$ cat src/rtl/sync_generator.sv
// Video timing source: pixel/hsync/vsync beat stream with exported (x, y, frame).
// Latency: each beat is registered and visible the cycle after the en edge that emitted it.
// Backpressure: en=0 freezes the state, counters and blank timers; stb drops to 0 meanwhile.
module sync_generator #(
   parameter int WIDTH   = 640,
   parameter int HEIGHT  = 480,
   parameter int H_BLANK = 0,
   parameter int V_BLANK = 0
) (
   input  logic        clk,
   input  logic        reset_n,
   input  logic        en,
   input  logic        run,
   output logic        stb,
   output logic        hsync,
   output logic        vsync,
   output logic        de,
   output logic [31:0] x,
   output logic [31:0] y,
   output logic [31:0] frame,
   output logic        busy
);

   localparam logic [2:0] S_IDLE   = 3'd0;
   localparam logic [2:0] S_ACTIVE = 3'd1;
   localparam logic [2:0] S_HSYNC  = 3'd2;
   localparam logic [2:0] S_HBLANK = 3'd3;
   localparam logic [2:0] S_VSYNC  = 3'd4;
   localparam logic [2:0] S_VBLANK = 3'd5;

   localparam logic [31:0] LAST_COL = 32'(WIDTH - 1);
   localparam logic [31:0] LAST_ROW = 32'(HEIGHT - 1);
   // Blank timers count down to zero, so they are loaded with length-1.
   localparam logic [31:0] H_LOAD   = 32'((H_BLANK > 0) ? H_BLANK - 1 : 0);
   localparam logic [31:0] V_LOAD   = 32'((V_BLANK > 0) ? V_BLANK - 1 : 0);

   logic [2:0]  state, state_nxt;
   logic [31:0] col, col_nxt;
   logic [31:0] row, row_nxt;
   logic [31:0] blank_cnt, blank_nxt;
   logic [31:0] x_nxt, y_nxt, frame_nxt;
   logic        stb_nxt, hsync_nxt, vsync_nxt, de_nxt;
   logic        row_advance, frame_end;

   // Next-state and next-beat decode; the state names the beat emitted on the next en edge.
   always_comb begin
      state_nxt   = state;
      col_nxt     = col;
      row_nxt     = row;
      blank_nxt   = blank_cnt;
      x_nxt       = x;
      y_nxt       = y;
      frame_nxt   = frame;
      stb_nxt     = 1'b0;
      hsync_nxt   = 1'b0;
      vsync_nxt   = 1'b0;
      de_nxt      = 1'b0;
      row_advance = 1'b0;
      frame_end   = 1'b0;
      if (en) begin
         case (state)
            S_IDLE: begin
               if (run) begin
                  state_nxt = S_ACTIVE;
                  col_nxt   = '0;
                  row_nxt   = '0;
               end
            end
            S_ACTIVE: begin
               stb_nxt = 1'b1;
               de_nxt  = 1'b1;
               x_nxt   = col;
               y_nxt   = row;
               if (col == LAST_COL) state_nxt = S_HSYNC;
               else                 col_nxt   = col + 32'd1;
            end
            S_HSYNC: begin
               stb_nxt   = 1'b1;
               hsync_nxt = 1'b1;
               if (H_BLANK > 0) begin
                  state_nxt = S_HBLANK;
                  blank_nxt = H_LOAD;
               end else begin
                  row_advance = 1'b1;
               end
            end
            S_HBLANK: begin
               if (blank_cnt == '0) row_advance = 1'b1;
               else                 blank_nxt   = blank_cnt - 32'd1;
            end
            S_VSYNC: begin
               stb_nxt   = 1'b1;
               vsync_nxt = 1'b1;
               frame_nxt = frame + 32'd1;
               col_nxt   = '0;
               row_nxt   = '0;
               if (V_BLANK > 0) begin
                  state_nxt = S_VBLANK;
                  blank_nxt = V_LOAD;
               end else begin
                  frame_end = 1'b1;
               end
            end
            S_VBLANK: begin
               if (blank_cnt == '0) frame_end = 1'b1;
               else                 blank_nxt = blank_cnt - 32'd1;
            end
            default: state_nxt = S_IDLE;
         endcase
         // Shared row-advance step, reached from HSYNC or the end of HBLANK.
         if (row_advance) begin
            if (row == LAST_ROW) begin
               state_nxt = S_VSYNC;
            end else begin
               row_nxt   = row + 32'd1;
               col_nxt   = '0;
               state_nxt = S_ACTIVE;
            end
         end
         // run is only honoured here, so a frame always completes once started.
         if (frame_end) state_nxt = run ? S_ACTIVE : S_IDLE;
      end
   end

   // State, counters and registered outputs; reset clears everything asynchronously.
   always_ff @(posedge clk or negedge reset_n) begin
      if (!reset_n) begin
         state     <= S_IDLE;
         col       <= '0;
         row       <= '0;
         blank_cnt <= '0;
         stb       <= 1'b0;
         hsync     <= 1'b0;
         vsync     <= 1'b0;
         de        <= 1'b0;
         x         <= '0;
         y         <= '0;
         frame     <= '0;
         busy      <= 1'b0;
      end else begin
         state     <= state_nxt;
         col       <= col_nxt;
         row       <= row_nxt;
         blank_cnt <= blank_nxt;
         stb       <= stb_nxt;
         hsync     <= hsync_nxt;
         vsync     <= vsync_nxt;
         de        <= de_nxt;
         x         <= x_nxt;
         y         <= y_nxt;
         frame     <= frame_nxt;
         busy      <= (state_nxt != S_IDLE);
      end
   end

endmodule

$ cat config.mk
export PLATFORM = sky130hd
export DESIGN_NAME = sync_generator
export DESIGN_NICKNAME = d
export VERILOG_FILES = /design/src/rtl/sync_generator.sv
export SDC_FILE = /design/constraint.sdc
export NUM_CORES = 1
export LEC_CHECK = 0
export ABC_AREA = 1
export BUFFER_PORTS_ARGS = -buffer_cell sky130_fd_sc_hd__buf_2
export CAP_MARGIN = 20
export CORE_MARGIN = 5
export CORE_UTILIZATION = 60
export CTS_CLUSTER_DIAMETER = 100
export DETAILED_ROUTE_END_ITERATION = 8
export PLACE_DENSITY = 0.8
export SETUP_SLACK_MARGIN = 0.3
export SYNTH_ARGS = -nofsm -noshare
export SYNTH_HDL_FRONTEND = slang
export SYNTH_SLANG_ARGS = --single-unit
$ cat constraint.sdc
create_clock -name clk -period 4.7 [get_ports clk]
set_clock_uncertainty 0.15 [all_clocks]
set_input_delay 0.94 -clock clk [delete_from_list [all_inputs] [get_ports clk]]
set_output_delay 0.94 -clock clk [all_outputs]
set_load 0.03 [all_outputs]
### Yosys cells after proc, flatten, opt, wreduce, memory -nomap -nowiden

Cells that the tools add are included.

| operators by class | value |
|---|---|
| reduce and logical (&&, ||, !) cells | 9 |
| mux-type cells | 30 |
| add/subtract/negate cells | 4 |
| bitwise logic cells | 1 |
| eq/ne operators | 7 |

Operators by type and width:

| cell | number |
|---|---|
| $mux W32 | 7 |
| $add A32 B1 Y32 const B | 3 |
| $pmux W32 S3 | 1 |
| $pmux W32 S2 | 1 |
| $eq A32 B10 Y1 const B | 1 |
| $eq A32 B9 Y1 const B | 1 |
| $logic_not A32 Y1 | 1 |
| $sub A32 B1 Y32 const B | 1 |
| $mux W3 | 6 |
| $mux W1 | 12 |
| $pmux W3 S3 | 1 |
| $eq A3 B2 Y1 const B | 2 |
| $eq A3 B3 Y1 const B | 2 |
| $pmux W1 S2 | 2 |
| $reduce_and A2 Y1 | 2 |
| $reduce_or A4 Y1 | 1 |
| $eq A3 B1 Y1 const B | 1 |
| $logic_not A3 Y1 | 1 |
| $reduce_and A3 Y1 | 1 |
| $reduce_bool A3 Y1 | 1 |
| $reduce_or A3 Y1 | 1 |
| $reduce_or A2 Y1 | 1 |
| $not A1 Y1 | 1 |

| word-level totals | value |
|---|---|
| word-level logic and storage cells | 63 |
| flip-flop bits (word level) | 200 |
| input bits | 4 |

### Longest topological paths before layout

| depth | value |
|---|---|
| word-level depth | 8 |
| mapped depth | 15 |
| mapped depth without buffers | 14 |

### Least setup slack after synthesis

Ideal clock, no wire load.

| path | value |
|---|---|
| path type | input -> register |
| from | input port en |
| to | register frame[17] |
| cell stages on the path | 11 |
| setup slack | 2.257 ns |
| data required time | 4.427 ns |
| arrival time | 2.171 ns |
| setup time | 0.123 ns |
| cell sequence | buf_2 > inv_2 > nor2_8 > nand2_2 > nor2_4 > nand2_2 > nor2_4 > nand2_4 > nor2_2 > nand2_1 > xor2_1 |

| between the ends | value |
|---|---|
| word-level cells in the longest chain between the ends | 1 |

Ends and longest elaborated chain:

| item | RTL line | source |
|---|---|---|
| start, declared | 12 | `input logic en,` |
| $reduce_and A2 Y1 (no source line) | -- |  |
| end signal, assigned | 151 | `frame <= frame_nxt;` |
| end, declared | 20 | `output logic [31:0] frame,` |

Every way passes these cells.
A chain may end at the register's enable or synchronous reset.

### Worst setup path after layout

| path | value |
|---|---|
| from | register state[1] |
| to | register y[24] |

| between the ends | value |
|---|---|
| word-level cells in the longest chain between the ends | 2 |

Ends and longest elaborated chain:

| item | RTL line | source |
|---|---|---|
| start, declared | 37 | `logic [2:0] state, state_nxt;` |
| start signal, assigned | 141 | `state <= state_nxt;` |
| $eq A3 B1 Y1 | 61 | `case (state)` |
| $reduce_and A2 Y1 (no source line) | -- |  |
| end signal, assigned | 150 | `y <= y_nxt;` |
| end, declared | 19 | `output logic [31:0] y,` |

Every way passes these cells.

==> flow_summary.yaml <==
outcome:
  outcome: "complete, no violations"
grt:
  track_usage_pct: 27.1
  grt_max_degree: 104
  grt_pass1_wl_mm: 49.3
  antenna_found_initial: 0
  grt_pass1_vias: 10107
  grt.overflow.total: 0
placed_design:
  io_buffers: 104
  gp_congestion: 0.933
  hpwl_mm: 21.1
timing:
  max_slew_margin_pct: 34.7
  max_freq_mhz: 337
  setup_viol: 0
  finalCritPeriodShare_pct: 63.1
  rsz0062_at_grt: "no"
  hold_viol: 0
  slew_viol_final: 0
  tightest_slew_ns: 0.978
  fin_tns_setup_ns: 0
  holdWs_ns: 0.332
  period_minus_slack_ns: 2.97
power:
  switching_share_pct: 33.1
  clkPwrFrac_pct: 35.5
  peakVddDrop_uv: 276
  p_leak_nw: 6.05
  p_comb_share_pct: 18.4
  powerDensity_nw_per_um2: 338
  power_frac_seq_pct: 46.1
  switching_power_mw: 1.42
  p_int_mw: 2.87
routing:
  drcViolationCount: 0
  via_per_inst: 5.54
  vias: 10535
  drtPass1Iterations: 7
  drtIter0Drc: 785
  post_drt_wl_per_cell_um: 15.2
  ant_nets: 0
  wirelength_mm: 29.0
clocking:
  holdBufCountCts: 0
  ctsResizeCount: 0
  cts_buffers: 17
  post-cts-setup-buffers: 0
  cts_root_buf: "clkbuf_16"
  clkLatencyLatePin_ns: 0.44
  htree_levels: 4
  cts_tree: "done"
  cts.sinks: 200
  clkTransAtPathRegs_ns: 0.07
  cts_buffer_depth: 2
layout:
  fillers: 1612
  final_common_cell: "nand2_1"
  layout.nets: 1661
  regArea_um2: 5000
  final_cell_mix: "nand2_1, dfrtp_1, o21ai_0"
  final_layout_size_suffix_gt1_share_pct: 10.9
  multiInputGateArea_um2: 5600
  areaGrowthSynthToFinish_pct: 10.9
die:
  initial_utilization_pct: 61.1
  ios: 105
  core_area_um2: 18700
  rows: 50
  dieArea_um2: 21900
  fp.dieW_um: 148
  fp.dieH_um: 148
flow_run:
  cap_viol_max_count: 0
yosys:
  syn_area_per_cell_um2: 7.28
  synth.distinct_cells: 38
  netlist_area_um2: 11400
  synthArstFlopShare_pct: 100
  ys_ff_latch: 200
  netlist_instances: 1569
  synth_edf_count: 0
  seq_area_frac_synth_pct: 43.8
  synth_ff_type: "dfrtp_1"
  yosysWarnings: 0
  synth_nets: 1578
worst_hold_path:
  hp-class: "register to register"
  whs_path_depth: 2
worst_setup_path:
  critPathMaxStageDelay_ns: 0.68
  worstPathRequired_ns: 4.85
  rr_worst_depth: 7
  crit_chain: "inv_1 > nand3_2 > nor2_1 > clkinv_2 > buf_4 > nand2_1 > o21ai_0"
  end_kind: "register"
  path_class: "register to register"
  crit_arrival_ns: 3.12
  worst-path-max-fanout: 78
  critPathLaunchType: "register"
  worst_path_max_delay_cell: "clkinv_2"
## per-stage QoR
stage | std cells | utilization [%] | worst slack, ns | power [mW] | cell area, µm²
floorplan | 1569 | - | 2.26 | 2.54 | 11400
global placement | 1867 | 64.5 | 1.76 | 2.78 | 12100
detailed placement | 1867 | 64.5 | 1.62 | 2.80 | 12100
CTS | 1899 | 67.8 | 1.68 | 4.31 | 12700
global route | 1899 | 67.8 | 1.40 | 4.50 | 12700
finish | 1900 | 67.8 | 1.73 | 4.29 | 12700
## worst max-delay path, delay by kind of cell, from the launching register on
family	cells	cell delay, ns
buf+inv	3	1.35
flops	1	0.42
simple gates	3	0.80
compound gates	1	0.09
## power groups by stage
stage	Sequential (mW)	Combinational, mW	Clock, mW
2_1_floorplan	2.14	0.400	0
3_3_place_gp	2.00	0.773	0
3_5_place_dp	2.01	0.789	0
4_1_cts	1.97	0.793	1.54
5_1_grt	2.00	0.887	1.62
6_report	1.98	0.790	1.52
## layout make-up
class	count	share of cell area, %
Antenna cell	1	0.0197
Clock buffer	18	3.38
Clock inverter	14	1.42
Inverter	157	4.66
Multi-Input combinational cell	1167	44.2
Sequential cell	200	39.5
Tap cell	234	2.31
Timing Repair Buffer	109	4.57
## worst paths after layout
path | from | end | slack [ns]
worst min-delay path | x[12] | x[12] | 0.33
worst max register to register | state[1] | y[24] | 1.73
min in group asynchronous | reset_n | blank_cnt[14] | 0.43
worst min register to register | x[12] | x[12] | 0.33
max in group asynchronous | reset_n | y[25] | 3.03
worst max-delay path | state[1] | y[24] | 1.73
## cell families after synthesis
group / count (synthesis) / synth area share (%)
AND/OR/NAND/NOR: 881 / 33.3
adder cells (fa/ha/maj): 5 / 0.547
XOR/XNOR: 82 / 6.28
AO/OA/AOI/OAI: 199 / 8.86
flip-flops: 200 / 43.8
buffers and inverters: 202 / 7.20
## synthesized netlist by cell type, types with 2 or more instances
master	number	area, µm²
nand2_1	484	1820
dfrtp_1	200	5000
o21ai_0	155	776
nor2_1	153	574
inv_1	149	559
nand3_1	117	586
xor2_1	72	631
nor3_1	50	250
nand4_1	29	181
clkbuf_1	24	90.1
a21oi_1	17	85.1
o21ai_1	17	85.1
nor2_2	13	81.3
xnor2_1	10	87.6
inv_2	8	30.0
buf_2	7	35.0
buf_6	7	78.8
nor4_1	7	43.8
buf_1	6	22.5
nand2_2	6	37.5
o22ai_1	6	37.5
ha_1	5	62.6
nor2_4	5	56.3
nand2_4	3	33.8
nand3b_1	3	22.5
nor3_2	3	30.0
and2_1	2	12.5
## state kept, by name, indices dropped and copies added (netlist names)
register	count
frame	32
de	1
hsync	1
state	3
col	32
stb	1
y	32
blank_cnt	32
x	32
row	32
busy	1
vsync	1
## metal layers
metal | vias up | global-route usage [%] | share of wire, %
li1 | 5209 | - | -
met1 | 4917 | 39.1 | 47
met2 | 367 | 42.8 | 45
met3 | 42 | 4.78 | 6.9
met4 | 0 | 6.97 | 1.4
met5 | - | 0 | 0
No activity file was read; power rests on OpenSTA's default activity.
